<file path="src/rtl/svfloat_ftoi.sv">
// svfloat_ftoi: multi-cycle float-to-integer converter.
// The significand is aligned one bit per cycle, then rounded (RTZ or RNE),
// range-checked and signed. Valid/ready handshakes on both sides.
//
// state | meaning
// IDLE  | waiting for an operand, in_ready high
// SHIFT | aligning the significand one bit per cycle
// ROUND | rounding, range check and sign application
// DONE  | result held on the outputs until out_ready

package svfloat;
  typedef struct packed {
    logic        sign;
    logic [7:0]  exponent;
    logic [22:0] mantissa;
  } float32;
endpackage

module svfloat_ftoi #(
  parameter type float     = svfloat::float32,
  parameter int  int_width = 32
) (
  input  logic                 clk,
  input  logic                 rst_n,
  input  logic                 in_valid,
  output logic                 in_ready,
  input  float                 in_val,
  input  logic                 in_signed,
  input  logic                 in_rne,
  output logic                 out_valid,
  input  logic                 out_ready,
  output logic [int_width-1:0] out_int,
  output logic                 out_invalid,
  output logic                 out_inexact
);

  localparam int E    = $bits(in_val.exponent);
  localparam int M    = $bits(in_val.mantissa);
  localparam int W    = int_width;
  localparam int BIAS = (1 << (E - 1)) - 1;
  localparam int NMAX = M + 2;
  localparam int CW   = $clog2(W + NMAX + 1);

  localparam logic [W-1:0] SMAX    = {1'b0, {(W-1){1'b1}}};
  localparam logic [W-1:0] SMIN    = {1'b1, {(W-1){1'b0}}};
  localparam logic [W-1:0] UMAX    = {W{1'b1}};
  localparam logic [W:0]   LIM_POS = {2'b00, {(W-1){1'b1}}};
  localparam logic [W:0]   LIM_NEG = {2'b01, {(W-1){1'b0}}};
  localparam logic [W:0]   LIM_U   = {1'b0, {W{1'b1}}};

  typedef enum logic [1:0] {
    IDLE  = 2'd0,
    SHIFT = 2'd1,
    ROUND = 2'd2,
    DONE  = 2'd3
  } state_t;

  state_t          state_q, state_d;
  logic            neg_q, neg_d;
  logic            sgn_q, sgn_d;
  logic            rne_q, rne_d;
  logic            left_q, left_d;
  logic [W:0]      mag_q, mag_d;
  logic            guard_q, guard_d;
  logic            sticky_q, sticky_d;
  logic [CW-1:0]   cnt_q, cnt_d;
  logic [W-1:0]    res_q, res_d;
  logic            inv_q, inv_d;
  logic            inx_q, inx_d;

  int              e_unb;
  int              n_sh;
  logic            cls_nan, cls_inf, cls_zero, cls_big, cls_left;
  logic [W-1:0]    sat_pos, sat_neg;

  logic            rnd_inc;
  logic [W:0]      rnd_mag;
  logic [W-1:0]    rnd_res;
  logic            rnd_inv, rnd_inx;

  // Classify the offered operand and work out the alignment shift.
  always_comb begin
    e_unb    = int'(in_val.exponent) - BIAS;
    cls_nan  = (&in_val.exponent) && (|in_val.mantissa);
    cls_inf  = (&in_val.exponent) && !(|in_val.mantissa);
    cls_zero = ~|in_val.exponent;
    cls_big  = e_unb >= W;
    cls_left = e_unb >= M;
    n_sh     = 0;
    if (cls_left) begin
      n_sh = e_unb - M;
    end else if ((M - e_unb) > NMAX) begin
      // Past M+2 positions only the sticky bit can change, and it is already set.
      n_sh = NMAX;
    end else begin
      n_sh = M - e_unb;
    end
    sat_pos = in_signed ? SMAX : UMAX;
    sat_neg = in_signed ? SMIN : {W{1'b0}};
  end

  // Round the aligned magnitude, check the range and apply the sign.
  always_comb begin
    rnd_inc = rne_q & guard_q & (sticky_q | mag_q[0]);
    rnd_mag = mag_q + {{W{1'b0}}, rnd_inc};
    rnd_inx = guard_q | sticky_q;
    rnd_inv = 1'b0;
    rnd_res = rnd_mag[W-1:0];
    if (sgn_q) begin
      if (neg_q) begin
        if (rnd_mag > LIM_NEG) begin
          rnd_inv = 1'b1;
          rnd_res = SMIN;
        end else begin
          rnd_res = {W{1'b0}} - rnd_mag[W-1:0];
        end
      end else if (rnd_mag > LIM_POS) begin
        rnd_inv = 1'b1;
        rnd_res = SMAX;
      end
    end else begin
      if (neg_q) begin
        // A negative value that rounds to zero is still representable.
        rnd_inv = |rnd_mag;
        rnd_res = {W{1'b0}};
      end else if (rnd_mag > LIM_U) begin
        rnd_inv = 1'b1;
        rnd_res = UMAX;
      end
    end
    if (rnd_inv) begin
      rnd_inx = 1'b0;
    end
  end

  // Next-state and datapath update.
  always_comb begin
    state_d  = state_q;
    neg_d    = neg_q;
    sgn_d    = sgn_q;
    rne_d    = rne_q;
    left_d   = left_q;
    mag_d    = mag_q;
    guard_d  = guard_q;
    sticky_d = sticky_q;
    cnt_d    = cnt_q;
    res_d    = res_q;
    inv_d    = inv_q;
    inx_d    = inx_q;
    unique case (state_q)
      IDLE: begin
        if (in_valid) begin
          neg_d    = in_val.sign;
          sgn_d    = in_signed;
          rne_d    = in_rne;
          left_d   = cls_left;
          mag_d    = {{(W-M){1'b0}}, 1'b1, in_val.mantissa};
          guard_d  = 1'b0;
          sticky_d = 1'b0;
          cnt_d    = '0;
          if (cls_nan) begin
            res_d   = sat_pos;
            inv_d   = 1'b1;
            inx_d   = 1'b0;
            state_d = DONE;
          end else if (cls_inf || (!cls_zero && cls_big)) begin
            res_d   = in_val.sign ? sat_neg : sat_pos;
            inv_d   = 1'b1;
            inx_d   = 1'b0;
            state_d = DONE;
          end else if (cls_zero) begin
            res_d   = {W{1'b0}};
            inv_d   = 1'b0;
            inx_d   = |in_val.mantissa;
            state_d = DONE;
          end else if (n_sh == 0) begin
            state_d = ROUND;
          end else begin
            // Counter holds shifts remaining after the current one.
            cnt_d   = CW'(n_sh - 1);
            state_d = SHIFT;
          end
        end
      end
      SHIFT: begin
        if (left_q) begin
          mag_d = {mag_q[W-1:0], 1'b0};
        end else begin
          mag_d    = {1'b0, mag_q[W:1]};
          guard_d  = mag_q[0];
          sticky_d = sticky_q | guard_q;
        end
        if (cnt_q == '0) begin
          state_d = ROUND;
        end else begin
          cnt_d = cnt_q - 1'b1;
        end
      end
      ROUND: begin
        res_d   = rnd_res;
        inv_d   = rnd_inv;
        inx_d   = rnd_inx;
        state_d = DONE;
      end
      DONE: begin
        if (out_ready) begin
          state_d = IDLE;
        end
      end
      default: state_d = IDLE;
    endcase
  end

  // State register with synchronous reset.
  always_ff @(posedge clk) begin
    if (!rst_n) begin
      state_q  <= IDLE;
      neg_q    <= 1'b0;
      sgn_q    <= 1'b0;
      rne_q    <= 1'b0;
      left_q   <= 1'b0;
      mag_q    <= '0;
      guard_q  <= 1'b0;
      sticky_q <= 1'b0;
      cnt_q    <= '0;
      res_q    <= '0;
      inv_q    <= 1'b0;
      inx_q    <= 1'b0;
    end else begin
      state_q  <= state_d;
      neg_q    <= neg_d;
      sgn_q    <= sgn_d;
      rne_q    <= rne_d;
      left_q   <= left_d;
      mag_q    <= mag_d;
      guard_q  <= guard_d;
      sticky_q <= sticky_d;
      cnt_q    <= cnt_d;
      res_q    <= res_d;
      inv_q    <= inv_d;
      inx_q    <= inx_d;
    end
  end

  assign in_ready    = (state_q == IDLE);
  assign out_valid   = (state_q == DONE);
  assign out_int     = res_q;
  assign out_invalid = inv_q;
  assign out_inexact = inx_q;

endmodule

</file>
<file path="config.mk">
export PLATFORM = sky130hd
export DESIGN_NAME = svfloat_ftoi
export DESIGN_NICKNAME = d
export VERILOG_FILES = /design/src/rtl/svfloat_ftoi.sv
export SDC_FILE = /design/constraint.sdc
export NUM_CORES = 1
export LEC_CHECK = 0
export ABC_CLOCK_PERIOD_IN_PS = 9900
export CORE_UTILIZATION = 55
export CTS_CLUSTER_SIZE = 40
export DETAILED_ROUTE_END_ITERATION = 16
export GPL_TIMING_DRIVEN = 0
export PLACE_DENSITY = 0.83
export SLEW_MARGIN = 10
export SYNTH_ARGS = -nofsm -noshare
export SYNTH_HDL_FRONTEND = slang
export SYNTH_SLANG_ARGS = --single-unit
</file>
<file path="constraint.sdc">
create_clock -name clk -period 9.9 [get_ports clk]
set_clock_uncertainty 0.05 [all_clocks]
set_input_delay 0.99 -clock clk [delete_from_list [all_inputs] [get_ports clk]]
set_output_delay 0.99 -clock clk [all_outputs]
set_load 0.01 [all_outputs]
</file>
# [After elaboration in Yosys (flattened, before gate mapping)]
# Index checks and enable logic that the tools add are counted.
[classes] n_eq_ne=9 n_reduce_logical=20 bitwise=4 add_sub_neg=7 magnitude_cmp=6 muxes=56
[ops] op="2-to-1 mux 32 bit" count=15
[ops] op="greater-than comparator 33 x 32 -> 1 bit (second input constant)" count=2
[ops] op="2-to-1 mux 33 bit" count=2
[ops] op="case mux 33 bit (2 select lines)" count=1
[ops] op="case mux 32 bit (2 select lines)" count=1
[ops] op="2-to-1 mux 6 bit" count=6
[ops] op="adder 33 x 1 -> 33 bit" count=1
[ops] op="greater-than comparator 33 x 31 -> 1 bit (second input constant)" count=1
[ops] op="OR reduction 33 bit" count=1
[ops] op="greater-than comparator 32 x 6 -> 1 bit (second input constant)" count=1
[ops] op="zero test 32 bit" count=1
[ops] op="subtractor 1 x 32 -> 32 bit (first input constant)" count=1
[ops] op="OR reduction 23 bit" count=1
[ops] op="2-to-1 mux 1 bit" count=18
[ops] op="2-to-1 mux 2 bit" count=7
[ops] op="case mux 6 bit (2 select lines)" count=1
[ops] op="AND reduction 3 bit" count=4
[ops] op="subtractor 6 x 9 -> 10 bit (first input constant)" count=1
[ops] op="subtractor 9 x 6 -> 10 bit (second input constant)" count=1
[ops] op=">= comparator 9 x 6 -> 1 bit (second input constant)" count=1
[ops] op=">= comparator 9 x 7 -> 1 bit (second input constant)" count=1
[ops] op="subtractor 8 x 7 -> 9 bit (second input constant)" count=1
[ops] op="!= test 2 bit (second input constant)" count=4
[ops] op="case mux 1 bit (2 select lines)" count=4
[ops] op="18 further kinds" count=25
[totals] reg_bits=81 elab_cells=114 in_bits=38 out_inout_bits=36

# [Depth between registers and ports, before layout]
# Gate-level depths: netlist of run 1.
[logic_depth] word_depth=12 mapped_depth=17 mapped_depth_nobuf=16

# [Least setup slack after synthesis of run 1]
# No wires, ideal clock.
[synth_timing] path_kind="input-to-reg" from="input port in_val[25] (netlist bit)" to="register cnt_q[0]" required_time_ps=9779 slack_ps=5465 setup_time_ps=71 path_stages=17 t_arrival_ps=4314 path_cell_list="buf_2 > nand3_1 > xor2_1 > inv_1 > ha_1 > a21o_1 > a21oi_1 > or4_1 > o22ai_1 > nor2_1 > a211oi_1 > a31oi_1 > ha_1 > inv_1 > o311ai_2 > or4_1 > a21oi_1"
[synth_via] elab_chain_cells=12 word_cells_on_any_way=22 cone_classes="add/sub (4); order compare (3); mux (8); reduce/logical (7)"
[synth_lines] item="start: declaration" line_no="27" source="input float in_val,"
[synth_lines] item="subtractor 8 x 7 -> 9 bit" line_no="83" source="e_unb = int'(in_val.exponent) - BIAS;"
[synth_lines] item="subtractor 6 x 9 -> 10 bit" line_no="92, 96"
[synth_lines] item="greater-than comparator 32 x 6 -> 1 bit" line_no="92" source="end else if ((M - e_unb) > NMAX) begin"
[synth_lines] item="2-to-1 mux 32 bit" line_no="92"
[synth_lines] item="2-to-1 mux 32 bit" line_no="90" source="if (cls_left) begin"
[synth_lines] item="subtractor 6 x 2 -> 6 bit / zero test 32 bit (equally long branches)" line_no="180, 176"
[synth_lines] item="2-to-1 mux 6 bit" line_no="176" source="end else if (n_sh == 0) begin"
[synth_lines] item="2-to-1 mux 6 bit" line_no="171" source="end else if (cls_zero) begin"
[synth_lines] item="2-to-1 mux 6 bit" line_no="166" source="end else if (cls_inf || (!cls_zero && cls_big)) begin"
[synth_lines] item="2-to-1 mux 6 bit *" line_no="161" source="if (cls_nan) begin"
[synth_lines] item="2-to-1 mux 6 bit *" line_no="152" source="if (in_valid) begin"
[synth_lines] item="case mux 6 bit (2 select lines) *" line_no="150" source="unique case (state_q)"
[synth_lines] item="end signal: assignment" line_no="238" source="cnt_q <= cnt_d;"
[synth_lines] item="end: declaration" line_no="66" source="logic [CW-1:0] cnt_q, cnt_d;"
# Every way passes the cells marked *; elsewhere a longest branch is shown, timed or not. The select of a mux whose other input is x is not followed.
# A chain may end at the register's enable or synchronous reset.

# [Worst setup path in the final report of run 1]
[layout_timing] from="input port in_val[24] (netlist bit)" to="register cnt_q[0]"
# Same word-level chain as after synthesis.

==> results of run 1 <==
## layer usage
layer  GRT usage (%)  share of wire, %
met5               0                 0
met2            56.5                47
met1            41.1                41
met3            7.70               8.0
met4            18.4               3.9
## cell type report
class,instances,area share [%]
inverters,21,0.951
plain buffers,81,4.21
flip-flops and latches,81,19.6
clock buffers,9,2.72
clock inverters,7,1.24
multi-input cells,767,60.4
well taps,172,2.60
repair buffers,69,8.33
## power breakdown
part	switching (µW)	internal (µW)	total [µW]	leakage, µW
logic	800	495	1290	0.00214
clock network	153	223	376	0.000157
registers	63.7	434	498	0.000664
## worst register-to-register path, delay by kind of cell (launching register included)
family          cells  cell delay, ns
compound gates      4            1.38
flops               1            0.42
simple gates        5            1.56
buf+inv             2            0.41
xor+xnor            1            0.33
fa+ha+maj           2            0.38
## state kept, by name, summed over array words and instances, names as in the netlist, 2 cells and up
name and flops:
mag_q 33, state_q 2, out_int 32, cnt_q 6
## cells in the mapped netlist, types with 5 or more instances
| master | count | area [µm²] |
|---|---|---|
| a211oi_1 | 27 | 203 |
| a21o_1 | 17 | 128 |
| a21oi_1 | 69 | 345 |
| a2bb2oi_1 | 5 | 43.8 |
| a31o_2 | 5 | 43.8 |
| a31oi_1 | 39 | 244 |
| and2_1 | 12 | 75.1 |
| and3_1 | 16 | 100 |
| buf_1 | 6 | 22.5 |
| buf_2 | 18 | 90.1 |
| clkbuf_1 | 50 | 188 |
| dfxtp_1 | 81 | 1620 |
| ha_1 | 19 | 238 |
| inv_1 | 20 | 75.1 |
| mux2i_1 | 34 | 340 |
| nand2_1 | 70 | 263 |
| nand3_1 | 44 | 220 |
| nand3b_1 | 14 | 105 |
| nand4_1 | 19 | 119 |
| nor2_1 | 108 | 405 |
| nor2b_1 | 5 | 31.3 |
| nor3_1 | 31 | 155 |
| nor4_1 | 16 | 100 |
| nor4_4 | 5 | 106 |
| o211ai_1 | 8 | 60.1 |
| o21ai_0 | 49 | 245 |
| o22ai_1 | 5 | 31.3 |
| or2_2 | 7 | 43.8 |
| or3_1 | 5 | 31.3 |
| or4_1 | 5 | 37.5 |
| xnor2_1 | 31 | 272 |
| xor2_1 | 18 | 158 |
## how the worst min path moves through the flow
stage | to | slack (ns) | depth (start not counted)
2_1_floorplan | rne_q$_SDFFE_PN0P_ | 0.39 | 2
3_3_place_gp | rne_q$_SDFFE_PN0P_ | 0.40 | 2
3_5_place_dp | rne_q$_SDFFE_PN0P_ | 0.41 | 2
4_1_cts | rne_q$_SDFFE_PN0P_ | 0.42 | 2
5_1_grt | rne_q$_SDFFE_PN0P_ | 0.45 | 2
6_report | rne_q$_SDFFE_PN0P_ | 0.42 | 2
## metrics by stage
stage | std cells | instance area (µm²)
3_3_place_gp | 1191 | 7960
3_5_place_dp | 1191 | 7960
4_1_cts | 1207 | 8290
5_1_grt | 1207 | 8290
2_1_floorplan | 950 | 7060
6_report | 1207 | 8290
## cell families after synthesis
kind of cell               Yosys count
xor gates and xnor gates            49
buffers and inverters              102
adders and majority gates           19
and+or+nand+nor                    384
muxes                               37
AOI/OAI and AO/OA                  278
DFF                                 81
==> results by group, run 1 <==
Route
  • 1st-pass router iterations: 6
  • Violation count after the first detailed-routing iteration: 778
  • DRT Wirelength: around 22 mm
  • Via/cell ratio: ~6.5
  • Total number of vias: ~8000
  • DRC violation count after routing: 0
  • Detailed-route wire length per cell: 18.2 µm
  • Antenna-violating nets left: 0

Final layout
  • Area of combinational cells with multiple inputs: roughly 0.005 mm²
  • Commonest non-fill, non-tap cells in the layout: nor2_1, dfxtp_1, nand2_1
  • FILL cells: ~1100
  • Net total in the final layout: between 1000 and 1500
  • Synth-to-layout area growth: 17.5%
  • Final core area utilization: around 66%
  • Ant. Diodes: 0
  • Share of cells above drive strength 1: approximately 8%
  • Register area: 0.00162 mm²
  • Commonest non-fill, non-tap cell in the layout: nor2_1

Yosys
  • Share of the synthesized area in compound gates (AO/OA/AOI/OAI): a little over a quarter
  • Fraction of synthesized cell area in xor and xnor cells: around 6.1%
  • Most used DFF post-synth: dfxtp_1
  • Net Count, Synth: 1007
  • Arithmetic-cell share of the synthesized area counting full adders, half adders and majority gates: under 10%
  • Sequential share of the synthesized area: between 20% and 30%
  • Unique masters post-synth: between 80 and 90
  • Seq cells post-synth: 81
  • Cell count after synthesis: 950
  • Synth Area per Inst: 7.43 µm²
  • Combinational family with the most area after synthesis: simple AND/OR/NAND/NOR gates
  • Yosys warning count: 0
  • Multiplexer area fraction after synthesis: between 5 and 6%
  • Number of flops mapped to enable cells by yosys: 0
  • Area of the mapped netlist: about 0.007 mm²
  • Simple-gate area share of the yosys netlist: about 29%
  • FFs w/ async S/R, synth: 0%

Global routing
  • Number of antenna violations at the first check in global routing: 0
  • First-pass GRT wire length: around 36 mm
  • Residual overflow from global routing: 0
  • Vias in the first global route: roughly 7300
  • Combined global-route utilization of all metal layers: approximately 34%
  • Pin count of the biggest net entering global routing: 16

Timing
  • Fmax: 0.193 GHz
  • PnR worst setup slack: between 4 and 5 ns
  • Setup repair after global routing missed its margin: no
  • Total negative setup slack: 0 ns
  • Final period demand of the worst path: roughly 5.2 ns
  • Headroom to the max-slew limit: between 40 and 50%
  • Number of setup violations in the final report: 0
  • Hold Worst Slack: 0.423 ns
  • Final worst-path cycle share: 52.4%
  • Count of endpoints failing hold in the final timing report: 0
  • Slew Viols, Final: 0
  • Actual transition at the worst max-transition pin: ~0.82 ns

Job
  • Max Cap Viol: 0

Min path
  • Worst hold path type: register to register
  • Launch instance of the worst min-delay path: rne_q$_SDFFE_PN0P_

Placement
  • Count of port buffers added during placement: approximately 70
  • Pre-CTS setup slack: approximately 4.3 ns
  • Detailed placer's ending HPWL: between 15 and 20 mm
  • RePlAce Congestion: about 0.94

Power
  • Leakage: approximately 0.0030 µW
  • Power per cell area: ~260 mW/mm²
  • Post-layout total power: 2170 µW
  • Largest vdd supply drop: 0.137 mV

Die
  • Horizontal die dimension: approximately 120 µm
  • Total Die Area: between 0.01 and 0.015 mm²
  • Vert. Die Dim: approximately 120 µm
  • Number of placed I/O pins: 74
  • Initial standard-cell utilization of the core: between 50% and 60%
  • Core Footprint: approximately 0.013 mm²
  • Site row count: 41

Clock network
  • Clk buf depth: 2
  • Clock sink total: just over 80
  • Clock latency reported for the late side of the worst-skew pair: ~0.36 ns
  • Post-CTS Setup Repair Bufs: 0
  • Clock root buffer master: clkbuf_16
  • Clock-pin slew on the worst setup and hold paths: ~0.07 ns
  • Number of gates resized after cts: 0
  • Hold-fix buffer count after cts: 0
  • Deepest level of the CTS H-tree: 3
  • TritonCTS clock tree: yes
  • Clock buffer count from CTS: 9

Critical path
  • Worst reg2reg setup slack: around 5.3 ns
  • Reg2reg start: mag_q[0]$_SDFFE_PN0P_
  • Crit path capture: cnt_q[0]$_SDFFE_PN0P_
  • Cell-by-cell trace of the critical path: clkdlybuf4s50_1, nand3_1, xor2_1, inv_1, ha_1, a21o_1, a21oi_1, or4_1, o22ai_1, nor2_1, a211oi_1, a31oi_1, ha_1, inv_1, o311ai_2, or4_1, a21oi_1
  • Worst Path Required: about 10 ns
  • Crit path DAT: ~5.4 ns
  • Worst reg2reg path depth: 14
  • Highest net fanout along the worst path: 9
  • Capture instance of the worst register-to-register path: out_inexact$_SDFFE_PN0P_
  • CP Class: input pin to register
  • Worst setup path startpoint: in_val[24]
  • Worst path top cell family by delay: simple AND/OR/NAND/NOR gates
  • Combined buffer and inverter count along the critical path: 3
  • Crit-path max cell delay: 0.63 ns
  • Library cell contributing the largest single delay on the critical path: clkdlybuf4s50_1
  • Number of logic stages on the critical path including buffering: 17
  • Crit start category: input pin
  • Element type at the critical path end: register

Run status
  • Status: finished, final reports clean
No activity file was read; power rests on OpenSTA's default activity.
==> run 2: changes to the inputs <==
- ABC_CLOCK_PERIOD_IN_PS: 9900 -> 4300
- CORE_UTILIZATION: 55 -> 53
- clock period: 9.9 -> 4.3 ns (I/O delays scaled with it)
==> results by group, run 2 (synthesis results as in run 1) <==
Clock network
  • Clock sink total: slightly above 80
  • Clk buf depth: 2
  • Clock root buffer master: clkbuf_16
  • TritonCTS clock tree: yes
  • Clock buffer count from CTS: 9
  • Clock-pin slew on the worst setup and hold paths: around 0.06 ns
  • Hold-fix buffer count after cts: 0
  • Clock latency reported for the late side of the worst-skew pair: 0.35 ns
  • Deepest level of the CTS H-tree: 3

Route
  • Met1 Routed Length: slightly below 9 mm
  • Total number of vias: just under 8000
  • DRC violation count after routing: 0
  • Top layer in use: met4
  • 1st-pass router iterations: 5
  • Routed length on met3: about 1.8 mm
  • WL met2: ~10 mm
  • Violation count after the first detailed-routing iteration: 998
  • Detailed-route wire length per cell: roughly 18 µm
  • Via/cell ratio: roughly 6.4
  • Antenna-violating nets left: 0
  • DRT Wirelength: between 20 and 25 mm

Global routing
  • Residual overflow from global routing: 0
  • Number of antenna violations at the first check in global routing: 0
  • Combined global-route utilization of all metal layers: 31.0%
  • Pin count of the biggest net entering global routing: 14
  • Vias in the first global route: 7257
  • First-pass GRT wire length: approximately 35 mm

Placement
  • RePlAce Congestion: approximately 0.96
  • Count of port buffers added during placement: 69
  • Pre-CTS setup slack: -0.636 ns
  • Detailed placer's ending HPWL: approximately 16 mm

Die
  • Core Footprint: roughly 0.013 mm²
  • Horizontal die dimension: about 120 µm
  • Initial standard-cell utilization of the core: 55.0%
  • Number of placed I/O pins: 74
  • Vert. Die Dim: ~120 µm
  • Site row count: approximately 40
  • Total Die Area: approximately 0.014 mm²

Timing
  • Headroom to the max-slew limit: 50.3%
  • Number of setup violations in the final report: 0
  • Slew Viols, Final: 0
  • Hold Worst Slack: 0.411 ns
  • Final worst-path cycle share: 94.7%
  • Count of endpoints failing hold in the final timing report: 0
  • PnR worst setup slack: between 0.2 and 0.25 ns
  • Final period demand of the worst path: 4.07 ns
  • Actual transition at the worst max-transition pin: approximately 0.73 ns
  • Fmax: roughly 0.25 GHz

Critical path
  • Worst reg2reg path depth: 16
  • Cell-by-cell trace of the critical path: o211a_1, ha_2, ha_1, buf_2, nand3_4, or4_1, buf_2, nor3_2, xnor2_2, nand3_2, buf_4, nor4b_4, a31o_4, clkbuf_4, nand3b_1, a31oi_1
  • Crit path DAT: around 4.3 ns
  • Worst path top cell family by delay: simple AND/OR/NAND/NOR gates
  • Reg2reg start: guard_q$_SDFFE_PN0P_
  • Combined buffer and inverter count along the critical path: 4
  • Library cell contributing the largest single delay on the critical path: or4_1
  • Capture instance of the worst register-to-register path: out_int[27]$_SDFFE_PN0P_
  • Crit start category: register
  • CP Class: register to register
  • Element type at the critical path end: register
  • Worst reg2reg setup slack: around 0.23 ns
  • Worst Path Required: 4.51 ns
  • Highest net fanout along the worst path: 10
  • Crit-path max cell delay: around 0.42 ns
  • Library cell appearing most often on the critical path: buf_2

Power
  • Sequential power share: 23.5%
  • Combinational share of power: roughly 60%
  • Leakage: about 0.003 µW
  • Post-layout total power: between 4000 and 5000 µW
  • Sw power: around 2300 µW
  • Power per cell area: 581 mW/mm²
  • Largest vdd supply drop: roughly 0.28 mV
  • Power share of the clock group: roughly 15%
  • Sw frac: 47.3%
  • Internal power summed over all cells: ~2600 µW

Min path
  • Worst hold path depth: 2
  • Launch instance of the worst min-delay path: rne_q$_SDFFE_PN0P_
  • Hold EP: rne_q$_SDFFE_PN0P_
  • Worst hold path type: register to register

Final layout
  • Net total in the final layout: between 1000 and 1500
  • Register with the most flip-flops: mag_q
  • Flip-flop count of the largest register after layout: 33
  • Commonest non-fill, non-tap cells in the layout: nor2_1, dfxtp_1, nand2_1, a21oi_1, clkdlybuf4s50_1
  • Synth-to-layout area growth: 19.3%
  • FILL cells: between 1000 and 1500
  • Share of cells above drive strength 1: between 9 and 10%
  • Final core area utilization: roughly two thirds
  • Commonest non-fill, non-tap cell in the layout: nor2_1
  • Ant. Diodes: 0

Run status
  • Status: finished, final reports clean

Job
  • Max Cap Viol: 0
run 2: per-stage QoR:
step / TNS (ns) / instances / area [µm²]
3_3_place_gp: -6.42 / 1191 / 7960
5_1_grt: -0.117 / 1210 / 8420
4_1_cts: 0 / 1207 / 8290
6_report: 0 / 1210 / 8420
3_5_place_dp: -7.39 / 1191 / 7960
2_1_floorplan: 0 / 950 / 7060
run 2: layer usage:
metal | up-vias | global-route usage, %
li1 | 3668 | -
met1 | 3606 | 38.4
met2 | 413 | 52.4
met3 | 91 | 5.20
met4 | 0 | 14.2
met5 | - | 0
run 2: how the worst max path moves through the flow:
stage,start,end,slack [ns],depth (start not counted)
final,guard_q$_SDFFE_PN0P_,out_int[27]$_SDFFE_PN0P_,0.23,16
after global routing,guard_q$_SDFFE_PN0P_,out_int[30]$_SDFFE_PN0P_,-0.03,15
after CTS,in_val[24],cnt_q[0]$_SDFFE_PN0P_,0.004,18
after detailed placement,in_val[24],cnt_q[0]$_SDFFE_PN0P_,-0.64,17
after global placement,in_val[24],cnt_q[0]$_SDFFE_PN0P_,-0.55,17
after floorplan,in_val[25],cnt_q[0]$_SDFFE_PN0P_,0.42,17
run 2: layout make-up:
cell class / instances / area, µm² / area share [%]
clock buffer: 12 / 256 / 3.05
clock inverter: 4 / 27.5 / 0.327
sequential: 81 / 1620 / 19.3
timing repair buffer: 72 / 718 / 8.53
multi-input combinational: 767 / 5150 / 61.1
inverter: 21 / 78.8 / 0.937
buffer: 81 / 352 / 4.18
tap: 172 / 215 / 2.56
run 2: power groups by stage:
stage / clock network [µW] / registers (µW) / logic [µW]
after floorplan: 0 / 1180 / 2000
final: 755 / 1150 / 2990
after global routing: 782 / 1180 / 3250
after global placement: 0 / 1150 / 2830
after detailed placement: 0 / 1160 / 2850
after CTS: 747 / 1140 / 2890
run 2: tightest hold or removal path: cells and delay by family (launching register included):
kind | cells | cell delay, ns
flops | 1 | 0.31
simple gates | 1 | 0.05
compound gates | 1 | 0.05
run 2: repair_timing:
action | in CTS | in global routing
pin swaps | 0 | 4
setup buffers | 0 | 3
setup endpoints to repair | 36 | 42
gates resized for setup | 6 | 21
